$ cat src/rtl/riscv_pkg.sv
// Shared encodings for the memory stage: ResultSrc selects and the stage FSM states.
package riscv_pkg;

  localparam logic [1:0] RES_ALU = 2'b00;
  localparam logic [1:0] RES_MEM = 2'b01;
  localparam logic [1:0] RES_PC4 = 2'b10;

  typedef enum logic {
    IDLE = 1'b0,
    WAIT = 1'b1
  } mem_state_t;

  // Loads and stores are the only ops that touch the data bus.
  function automatic logic is_access(input logic mem_write, input logic [1:0] result_src);
    return mem_write || (result_src == RES_MEM);
  endfunction

endpackage

$ cat src/rtl/memory_writeback_register.sv
// MEM/WB pipeline register; a bubble loads an all-zero (no register write) entry.
module memory_writeback_register
  import riscv_pkg::*;
(
  input  logic        clk,
  input  logic        reset,
  input  logic        bubble,
  input  logic        m_reg_write,
  input  logic [1:0]  m_result_src,
  input  logic [31:0] m_alu_result,
  input  logic [31:0] m_read_data,
  input  logic [31:0] m_pc_plus4,
  input  logic [4:0]  m_rd,
  output logic        w_reg_write,
  output logic [1:0]  w_result_src,
  output logic [31:0] w_alu_result,
  output logic [31:0] w_read_data,
  output logic [31:0] w_pc_plus4,
  output logic [4:0]  w_rd
);

  always_ff @(posedge clk) begin
    if (reset || bubble) begin
      w_reg_write  <= 1'b0;
      w_result_src <= RES_ALU;
      w_alu_result <= '0;
      w_read_data  <= '0;
      w_pc_plus4   <= '0;
      w_rd         <= '0;
    end else begin
      w_reg_write  <= m_reg_write;
      w_result_src <= m_result_src;
      w_alu_result <= m_alu_result;
      w_read_data  <= m_read_data;
      w_pc_plus4   <= m_pc_plus4;
      w_rd         <= m_rd;
    end
  end

endmodule

$ cat src/rtl/memory_stage.sv
// Pipeline memory stage: drives the data bus, stalls upstream until mem_ready.
// Optional access timeout is enabled by defining MEM_TIMEOUT_EN.
module memory_stage
  import riscv_pkg::*;
#(
  parameter int TIMEOUT_CYCLES = 16
) (
  input  logic        clk,
  input  logic        reset,
  input  logic        RegWriteM,
  input  logic        MemWriteM,
  input  logic [1:0]  ResultSrcM,
  input  logic [31:0] ALUResultM,
  input  logic [31:0] WriteDataM,
  input  logic [31:0] PCPlus4M,
  input  logic [4:0]  RdM,
  output logic        mem_req,
  output logic        mem_we,
  output logic [31:0] mem_addr,
  output logic [31:0] mem_wdata,
  input  logic [31:0] mem_rdata,
  input  logic        mem_ready,
  output logic        StallM,
  output logic        RegWriteW,
  output logic [1:0]  ResultSrcW,
  output logic [31:0] ALUResultW,
  output logic [31:0] ReadDataW,
  output logic [31:0] PCPlus4W,
  output logic [4:0]  RdW,
  output logic        MemErrW
);

  mem_state_t  state;
  logic        access;
  logic        abort;
  logic        bubble;
  logic [31:0] read_data;

  assign access = is_access(MemWriteM, ResultSrcM);

  // Upstream holds the EX/MEM register while stalled, so the bus fields stay stable in WAIT.
  assign mem_req   = !reset && (state == WAIT || access);
  assign mem_we    = mem_req && MemWriteM;
  assign mem_addr  = ALUResultM;
  assign mem_wdata = WriteDataM;

  assign StallM    = mem_req && !mem_ready && !abort;
  assign bubble    = StallM || abort;
  assign read_data = (ResultSrcM == RES_MEM) ? mem_rdata : 32'd0;

  always_ff @(posedge clk) begin
    if (reset) begin
      state <= IDLE;
    end else begin
      case (state)
        IDLE:    if (access && !mem_ready) state <= WAIT;
        WAIT:    if (mem_ready || abort) state <= IDLE;
        default: state <= IDLE;
      endcase
    end
  end

`ifdef MEM_TIMEOUT_EN
  localparam int CW = $clog2(TIMEOUT_CYCLES + 1);

  logic [CW-1:0] wait_count;

  // A ready response in the final WAIT cycle still wins over the abort.
  assign abort = (state == WAIT) && !mem_ready && (wait_count == CW'(TIMEOUT_CYCLES - 1));

  always_ff @(posedge clk) begin
    if (reset || state != WAIT || mem_ready || abort) begin
      wait_count <= '0;
    end else begin
      wait_count <= wait_count + 1'b1;
    end
  end

  always_ff @(posedge clk) begin
    if (reset) begin
      MemErrW <= 1'b0;
    end else begin
      MemErrW <= abort;
    end
  end
`else
  assign abort   = 1'b0;
  assign MemErrW = 1'b0;
`endif

  memory_writeback_register wb_reg (
    .clk          (clk),
    .reset        (reset),
    .bubble       (bubble),
    .m_reg_write  (RegWriteM),
    .m_result_src (ResultSrcM),
    .m_alu_result (ALUResultM),
    .m_read_data  (read_data),
    .m_pc_plus4   (PCPlus4M),
    .m_rd         (RdM),
    .w_reg_write  (RegWriteW),
    .w_result_src (ResultSrcW),
    .w_alu_result (ALUResultW),
    .w_read_data  (ReadDataW),
    .w_pc_plus4   (PCPlus4W),
    .w_rd         (RdW)
  );

endmodule

$ cat config.mk
export PLATFORM = sky130hd
export DESIGN_NAME = memory_stage
export DESIGN_NICKNAME = d
export VERILOG_FILES = /design/src/rtl/riscv_pkg.sv /design/src/rtl/memory_writeback_register.sv /design/src/rtl/memory_stage.sv
export SDC_FILE = /design/constraint.sdc
export NUM_CORES = 1
export LEC_CHECK = 0
export ABC_AREA = 1
export CELL_PAD_IN_SITES_DETAIL_PLACEMENT = 0
export CELL_PAD_IN_SITES_GLOBAL_PLACEMENT = 1
export CORE_MARGIN = 2
export CORE_UTILIZATION = 22
export CTS_CLUSTER_SIZE = 30
export DETAILED_ROUTE_END_ITERATION = 6
export GPL_ROUTABILITY_DRIVEN = 0
export PLACE_DENSITY = 0.84
export SLEW_MARGIN = 20
export SYNTH_ARGS = -nofsm -noshare
export SYNTH_HDL_FRONTEND = slang
export SYNTH_SLANG_ARGS = --single-unit
export TNS_END_PERCENT = 5
$ cat constraint.sdc
create_clock -name clk -period 3.1 [get_ports clk]
set_clock_uncertainty 0.05 [all_clocks]
set_input_delay 0.465 -clock clk [delete_from_list [all_inputs] [get_ports clk]]
set_output_delay 0.465 -clock clk [all_outputs]
set_load 0.02 [all_outputs]
; Word-level counts from Yosys, hierarchy flattened
; Cells that the tools add are included.
[classes]
n_addsub = 0
eq_ne = 1
multipliers = 0
div_mod_pow = 0
order_cmp = 0
reduce_logical = 10
shifts = 0
n_bitwise = 2
muxes = 3
[op_table]
columns = op, count
row1 = $logic_and 1x1->1, 4
row2 = $logic_or 1x1->1, 3
row3 = $eq 2x1->1 const B, 1
row4 = $logic_not 1->1, 2
row5 = $mux 1, 2
row6 = $not 1->1, 2
row7 = $pmux 1 s2, 1
row8 = $reduce_or 2->1, 1
[totals]
ramBits = 0
reg_bits = 105
wordCells = 23
rom_bits = 0
memories = 0
latch_bits = 0

; Longest topological paths before layout
; Gate-level depths: netlist of the first run.
[logic_depth]
ltp_word = 7
depth_mapped = 7

; Hierarchy
; From an unflattened synthesis of the first run, not the netlist that was laid out.
[hier_totals]
cells_unflattened = 471
hier_area_um2 = 4433.0
[modules_own_cells]
columns = mod, instances, area_each_um2, cells_each
row1 = memory_writeback_register, 1, 3492.1, 326
row2 = memory_stage, 1, 940.9, 145

; Worst setup path after synthesis of the first run
; No wires, ideal clock.
[synth_timing]
kind = input -> output
start = in ResultSrcM[1]
end = out mem_we
path_slack_ns = 1.585
arrival_ns = 1.000
stages = 5
n_path_buf = 0
cell_sequence = inv_1 > nand2_1 > nand2_1 > nand2_1 > nor2_1
[synth_via]
elab_chain_len = 5
[synth_lines]
columns = element, line
row1 = from (decl), memory_stage.sv:12  ; input logic [1:0] ResultSrcM,
row2 = $eq 2x1->1, riscv_pkg.sv:15  ; return mem_write || (result_src == RES_MEM);
row3 = $logic_or 1x1->1, riscv_pkg.sv:15
row4 = $logic_or 1x1->1, memory_stage.sv:42  ; assign mem_req = !reset && (state == WAIT || access);
row5 = $logic_and 1x1->1, memory_stage.sv:42
row6 = $logic_and 1x1->1, memory_stage.sv:43  ; assign mem_we = mem_req && MemWriteM;
row7 = to (decl), memory_stage.sv:18  ; output logic mem_we,
; Every way passes these cells.

; Worst setup path after layout of the first run
; Ends and elaborated chain as after synthesis.

==> results of run 1 <==
-- registers in the layout, indices dropped and copies added, names as in the netlist --
signal / count
wb_reg.w_result_src: 2
wb_reg.w_reg_write: 1
wb_reg.w_pc_plus4: 32
state: 1
wb_reg.w_alu_result: 32
wb_reg.w_rd: 5
wb_reg.w_read_data: 32
-- stage by stage --
stage               utilization, %  setup WS (ps)  cells
global route                  38.2            503    809
detailed placement            36.2            585    793
finish                        38.2            630    809
floorplan                        -           1590    403
global placement              36.2            564    793
CTS                           38.2            582    809
-- kinds of logic after synthesis --
kind of cell | synth area share [%]
buffers and inverters | 28.2
and+or+nand+nor | 12.2
other | 0.106
DFF | 59.5
-- power groups by stage --
stage                     logic (W)  clock network (W)  registers, W
after floorplan            0.000206                  0       0.00154
after global placement     0.000513                  0       0.00145
after detailed placement   0.000515                  0       0.00146
after CTS                  0.000517            0.00128       0.00142
after global routing       0.000546            0.00132       0.00143
final                      0.000508            0.00122       0.00142
-- cell type report --
class	count	share of cell area, %
flip-flops and latches	105	34.9
well taps	216	4.49
inverters	110	6.85
multi-input cells	113	7.23
repair buffers	249	41.2
clock inverters	6	1.52
clock buffers	10	3.80
-- worst min-delay path, cell delays in order, from the launching register on --
cell and delay (ps):
dfxtp_1 310, nor2_1 40, nand2_1 80, nand3_2 90
inv_1 60
-- path summary, 6_finish.rpt --
| check | startpoint | to | slack (ps) | depth (start not counted) |
|---|---|---|---|---|
| worst max-delay path | ResultSrcM[1] | mem_we | 630 | 7 |
| worst min-delay path | state | state | 560 | 4 |
| worst max register to register | state | wb_reg.w_pc_plus4[25] | 1790 | 6 |
| worst min register to register | state | state | 560 | 4 |
-- synth_stat cells --
cell type	count
nand3_2	1
nand2_1	3
nand4_1	1
buf_4	65
nand2_2	1
buf_2	3
dfxtp_1	105
conb_1	1
buf_6	7
inv_1	110
nor2_1	106
-- per-layer routing --
layer  part of all wire, %  up-vias
met3                    11       19
li1                      -     1410
met1                    35     1178
met5                     0        -
met2                    51      142
met4                   2.3        0
==> results.toml, run 1 <==
[pwr]
pwr-share-clk_pct = 38.6
max-vdd-ir-drop_mv = 0.224
p_comb_share_pct = 16.1
power_density_nw_per_um2 = 522
switchingPower_w = 0.000745
p_total_w = 0.00315
p_seq_share_pct = 45.2
internal_power_w = 0.00240
power_leakage_nw = 2.79
netSwitchingFraction_pct = 23.7

[timing]
rsz0062_at_grt = "false"
fmax_mhz = 405
hold_viol_final = 0
fin_setup_tns_ps = 0
setup_viol = 0
fin_crit_sh_pct = 79.7
period_needed_ps = 2470
timing.hold.ws_ps = 561
drv_slew = 0

[yosys]
syn_area_per_cell_um2 = 8.76
yosys.cell_types.count = 11
yosysSeqAreaShare_pct = 59.5
syn_nets = 543
synth_area_leaders = "dfxtp_1 60%, buf_4 14%, inv_1 12%, nor2_1 11%, buf_6 2.2%"
synth_area_um2 = 3530
synth-seq-cells = 105
netlist_instances = 403
synth.top_cell.area_share_pct = 59.5
yosys_warnings = 0
yosysTopAreaCell = "dfxtp_1"

[floorplanning]
dieArea_um2 = 17100
die_w_um = 131
initial_core_util_pct = 22.4
die_height_um = 131
std_cell_rows = 46
core_area_um2 = 15800
pin_count = 312

[final_layout]
ff_latch_area_um2 = 2100
multiInputGateArea_um2 = 435
final_cell_mix = "246 x clkdlybuf4s50_1, 110 x inv_1, 106 x nor2_1"
area_growth_pct = 70.6
nNetsFinal = 728
drive_gt1_share_pct = 3.37
layout_commonest_cell = "clkdlybuf4s50_1"
num_antenna_cells = 0
final_area_um2 = 6030
n_fill_cell = 1653

[clock_tree]
postCtsHoldBufs = 0
clockBufferDepth = 2
cts_resized = 0
clock-sinks = 105
htree_levels = 3
clock_latency_ps = 330
cts_setup_buffers = 0
clkTransAtPathRegs_ps = 70
cts_tree = "done"
clockRootBuffer = "clkbuf_16"
numCtsBuffers = 9

[setup_path]
worstPathCellList = "clkdlybuf4s50_1, inv_1, nand2_1, nand2_1, nand2_1, nor2_1, clkdlybuf4s50_1"
cp-start-kind = "primary input"
slowest_delay_ps = 620
cp_top_family = "buffers and inverters"
crit_fanout = 3
crit_required_ps = 2580
worstPathArrival_ps = 1950
critPathBufInv = 3
timing.setup.critical_path_class = "in2out"
crit_path_frequent_cell = "nand2_1"
end_kind = "primary output"
crit_slowest_cell = "clkdlybuf4s50_1"

[detailed_routing]
via_count = 2749
drt-initial-drc-count = 72
viasPerCell = 3.40
drc = 0
routedWlPerCell_um = 11.2
drtAntennaViolNets = 0
first_pass_iters = 4
wirelength_mm = 9.10

[placement]
hpwl_mm = 7.07
dpl-instance-area_um2 = 5710
numPortBuffers = 246

[grt]
grt_pass1_vias = 2526
grt.total_usage_pct = 10.1
grt_max_degree = 42
busiest_layer = "met2"
grt_use_met3_pct = 4.36
grt_pass1_wl_mm = 12.7
met1_usage_pct = 9.87
antenna_found_initial = 0
overflow = 0
globalRouteMet2Util_pct = 18.0

[status]
outcome = "completed"

[run]
drv_cap = 0

[hold_path]
hp-class = "reg2reg"
Note: power is estimated with default switching activity, not from simulation.
==> run 2, diff against run 1 <==
Settings changed: CORE_UTILIZATION 22 to 21, PLACE_DENSITY 0.84 to 0.8.
Clock period 3.1 ns to 2.5 ns, I/O delays scaled along.
==> results.toml, run 2 (synthesis gave the netlist of run 1 again) <==
[placement]
pre_cts_slack_ps = 251
numPortBuffers = 246
hpwl_mm = 7.19
dpl-instance-area_um2 = 5740

[floorplanning]
std_cell_rows = 47
dieArea_um2 = 17900
pin_count = 312
die_w_um = 134
initial_core_util_pct = 21.4
die_height_um = 134
core_area_um2 = 16500

[clock_tree]
clkTransAtPathRegs_ps = 80
numCtsBuffers = 9
clock_latency_ps = 340
clockRootBuffer = "clkbuf_16"
cts_resized = 0
cts_tree = "done"
clock-sinks = 105
cts_setup_buffers = 0
htree_levels = 3
postCtsHoldBufs = 0
clockBufferDepth = 2

[grt]
grt.total_usage_pct = 10.2
grt_pass1_vias = 2675
overflow = 0
antenna_found_initial = 0
grt_max_degree = 39
grt_pass1_wl_mm = 13.9

[timing]
fmax_mhz = 445
fin_setup_tns_ps = 0
hold_viol_final = 0
setup_viol = 0
fin_crit_sh_pct = 89.8
drv_slew = 0
rsz0062_at_grt = "false"
worst_slack_ps = 254
period_needed_ps = 2250

[final_layout]
nNetsFinal = 729
drive_gt1_share_pct = 3.54
layout_commonest_cell = "clkdlybuf4s50_1"
final_cell_mix = "246 x clkdlybuf4s50_1, 110 x inv_1, 106 x nor2_1"
num_antenna_cells = 0
reg.largest.list = "wb_reg.w_alu_result x32, wb_reg.w_pc_plus4 x32, wb_reg.w_read_data x32"
area_growth_pct = 71.2
final_area_um2 = 6050

[setup_path]
cp-startpoint = "ResultSrcM[0]"
critPathBufInv = 2
worstPathCellList = "clkdlybuf4s50_1, nand2_1, nand2_1, nand2_1, nor2_1, clkdlybuf4s50_1"
r2r_end = "wb_reg.w_pc_plus4[23]"
slowest_delay_ps = 620
crit_path_frequent_cell = "nand2_1"
r2r_start = "state"
r2r_setup_slack_ps = 1200
rr_worst_depth = 6
crit_required_ps = 2080
crit_slowest_cell = "clkdlybuf4s50_1"
worstPathArrival_ps = 1820
cp-start-kind = "primary input"
cp_top_family = "buffers and inverters"
end_kind = "primary output"
worstSetupEndpoint = "mem_we"
crit_fanout = 3
timing.setup.critical_path_class = "in2out"
path_depth = 6

[detailed_routing]
via_count = 2785
drtAntennaViolNets = 0
viasPerCell = 3.42
routedWlPerCell_um = 11.3
first_pass_iters = 4
drc = 0
wirelength_mm = 9.23
drt-initial-drc-count = 83

[pwr]
power_density_nw_per_um2 = 636
power_leakage_nw = 2.80
max-vdd-ir-drop_mv = 0.352

[hold_path]
hp-class = "in2reg"

[status]
outcome = "completed"

[run]
drv_cap = 0
==> run 2: worst min path at each step <==
| stage | slack [ps] | cells past startpoint | startpoint | to |
|---|---|---|---|---|
| final | 490 | 3 | RdM[3] | wb_reg.w_rd[3] |
| after global routing | 480 | 3 | mem_rdata[1] | wb_reg.w_read_data[1] |
| after CTS | 470 | 3 | PCPlus4M[3] | wb_reg.w_pc_plus4[3] |
| after detailed placement | 550 | 4 | state | state |
| after global placement | 560 | 4 | state | state |
| after floorplan | 440 | 2 | ALUResultM[0] | wb_reg.w_alu_result[0] |
==> run 2: cell type report <==
class / instances / area [um^2]
fillers: 1691 / 10500
repair buffers: 250 / 2520
flip-flops and latches: 105 / 2100
multi-input cells: 113 / 435
inverters: 110 / 413
well taps: 220 / 275
clock buffers: 11 / 243
clock inverters: 5 / 61.3
==> run 2: power breakdown <==
part | internal (W) | switching [W] | total (W)
sequential | 0.00175 | 0.0000174 | 0.00177
clock | 0.000812 | 0.000629 | 0.00144
combinational | 0.000353 | 0.000286 | 0.000638
total | 0.00291 | 0.000932 | 0.00384
==> run 2: through the flow <==
step	hold slack, ps	util (%)	power [W]	cells
3_5_place_dp	555	34.8	0.00245	798
5_1_grt	482	36.6	0.00403	814
2_1_floorplan	437	-	0.00216	403
3_3_place_gp	558	34.8	0.00245	798
6_report	493	36.6	0.00384	814
4_1_cts	471	36.6	0.00394	814
==> run 2: tightest hold or removal path: cells and delay by family <==
family	cells	cell delay, ps
buffers and inverters	2	440
AND/OR/NAND/NOR	1	40
==> run 2: layer usage <==
| layer | track usage (%) | share of wire, % | up-vias |
|---|---|---|---|
| li1 | - | - | 1414 |
| met1 | 10.3 | 37 | 1204 |
| met2 | 17.5 | 49 | 140 |
| met3 | 5.18 | 11 | 27 |
| met4 | 4.96 | 2.7 | 0 |
| met5 | 0 | 0 | - |
==> run 3, diff against run 2 <==
--- a/constraint.sdc
+++ b/constraint.sdc
@@ -4,2 +4,2 @@
 set_output_delay 0.375 -clock clk [all_outputs]
-set_load 0.02 [all_outputs]
+set_load 0.1 [all_outputs]
==> results.toml, run 3 (synthesis gave the netlist of run 1 again) <==
[detailed_routing]
routedWlPerCell_um = 11.1
drt-initial-drc-count = 64
viasPerCell = 3.42
first_pass_iters = 4
drtAntennaViolNets = 0
wirelength_mm = 8.99
via_count = 2779
drc = 0

[placement]
hpwl_mm = 7.12
numPortBuffers = 246

[grt]
grt_pass1_vias = 2611
grt_pass1_wl_mm = 13.5
antenna_found_initial = 0
overflow = 0
grt_max_degree = 43
grt.total_usage_pct = 10.0

[pwr]
power_leakage_nw = 3.00
internal_power_w = 0.00278
pwr-share-clk_pct = 31.0
p_total_w = 0.00438
p_comb_share_pct = 28.6
p_seq_share_pct = 40.4
max-vdd-ir-drop_mv = 0.330
netSwitchingFraction_pct = 36.4
switchingPower_w = 0.00159
power_density_nw_per_um2 = 766

[status]
outcome = "completed"

[floorplanning]
dieArea_um2 = 17900
die_w_um = 134
pin_count = 312
std_cell_rows = 47
initial_core_util_pct = 21.4
core_area_um2 = 16500
die_height_um = 134

[final_layout]
reg.largest.list = "wb_reg.w_alu_result x32, wb_reg.w_pc_plus4 x32, wb_reg.w_read_data x32"
ff_latch_area_um2 = 2100
layout_commonest_cell = "buf_4"
area_growth_pct = 61.8
n_fill_cell = 1746
nNetsFinal = 728
final_cell_mix = "137 x buf_4, 110 x inv_1, 107 x clkdlybuf4s50_1"
final_core_util_pct = 34.6
drive_gt1_share_pct = 27.0
multiInputGateArea_um2 = 435
num_antenna_cells = 0

[clock_tree]
cts_resized = 0
clockBufferDepth = 2
clock-sinks = 105
postCtsHoldBufs = 0
numCtsBuffers = 9
clkTransAtPathRegs_ps = 70
clock_latency_ps = 340
clockRootBuffer = "clkbuf_16"
htree_levels = 3
cts_tree = "done"
cts_setup_buffers = 0

[timing]
rsz0062_at_grt = "false"
setup_viol = 0
fin_crit_sh_pct = 78.0
fmax_mhz = 513
period_needed_ps = 1950
fin_setup_tns_ps = 0
drv_slew = 0
hold_viol_final = 0

[setup_path]
worstPathCellList = "clkdlybuf4s50_1, inv_1, nand2_1, nand2_1, nand2_1, nor2_1, buf_12"
crit_slowest_cell = "clkdlybuf4s50_1"
end_kind = "primary output"
crit_fanout = 3
timing.setup.critical_path_class = "in2out"
slowest_delay_ps = 400
cp-start-kind = "primary input"
crit_required_ps = 2080
cp_top_family = "buffers and inverters"
crit_path_frequent_cell = "nand2_1"
worstPathArrival_ps = 1530
critPathBufInv = 3

[hold_path]
hp-class = "in2reg"

[run]
drv_cap = 0
run 3: changes by cell type in the layout (fill, tap and decap cells not counted):
cell             change
buf_4              +135
clkbuf_1             -1
clkdlybuf4s50_1    -139
bufinv_16            -1
buf_12               +3
clkinv_2             -1
clkinvlp_4           +2
inv_6                +1
run 3: cell type report:
cell class                      instances  share of cell area (%)
Clock inverter                          6                   0.876
Clock buffer                           10                    4.18
Sequential cell                       105                    36.8
Multi-Input combinational cell        113                    7.62
Inverter                              110                    7.23
Timing Repair Buffer                  249                    38.5
Tap cell                              220                    4.82
run 3: layer usage:
| layer | GRT usage [%] | up-vias | wire length [um] |
|---|---|---|---|
| li1 | - | 1412 | - |
| met5 | 0 | - | 0 |
| met4 | 3.96 | 0 | 197 |
| met1 | 10.7 | 1202 | 3450 |
| met3 | 5.02 | 21 | 940 |
| met2 | 16.9 | 144 | 4400 |
run 3: worst reg2reg max path, stage by stage (launching register included):
cell and delay [ps]:
dfxtp_1 310, nor2_1 40, nand2_1 90, nand3_2 100, nand2_2 110, buf_4 320
nor2_1 90
run 3: final timing paths:
check	from	end	slack, ps	cells after the start
max	ResultSrcM[1]	mem_we	550	7
min	mem_rdata[1]	wb_reg.w_read_data[1]	490	3
max reg2reg	state	wb_reg.w_alu_result[28]	1270	6
min reg2reg	state	state	570	4
run 3: power groups by stage:
stage                     combinational (W)  clock [W]  sequential, W
after floorplan                    0.000612          0        0.00236
after global placement              0.00126          0        0.00181
after detailed placement            0.00126          0        0.00181
after CTS                           0.00126    0.00144        0.00177
after global routing                0.00130    0.00151        0.00177
final                               0.00125    0.00136        0.00177
run 3: through the flow:
stage	std cells	hold WS [ps]	setup WS, ps	cell area (um^2)
6_report	813	492	549	5710
3_3_place_gp	797	559	552	5430
2_1_floorplan	403	437	194	3530
5_1_grt	813	476	441	5710
3_5_place_dp	797	564	555	5430
4_1_cts	813	468	534	5710
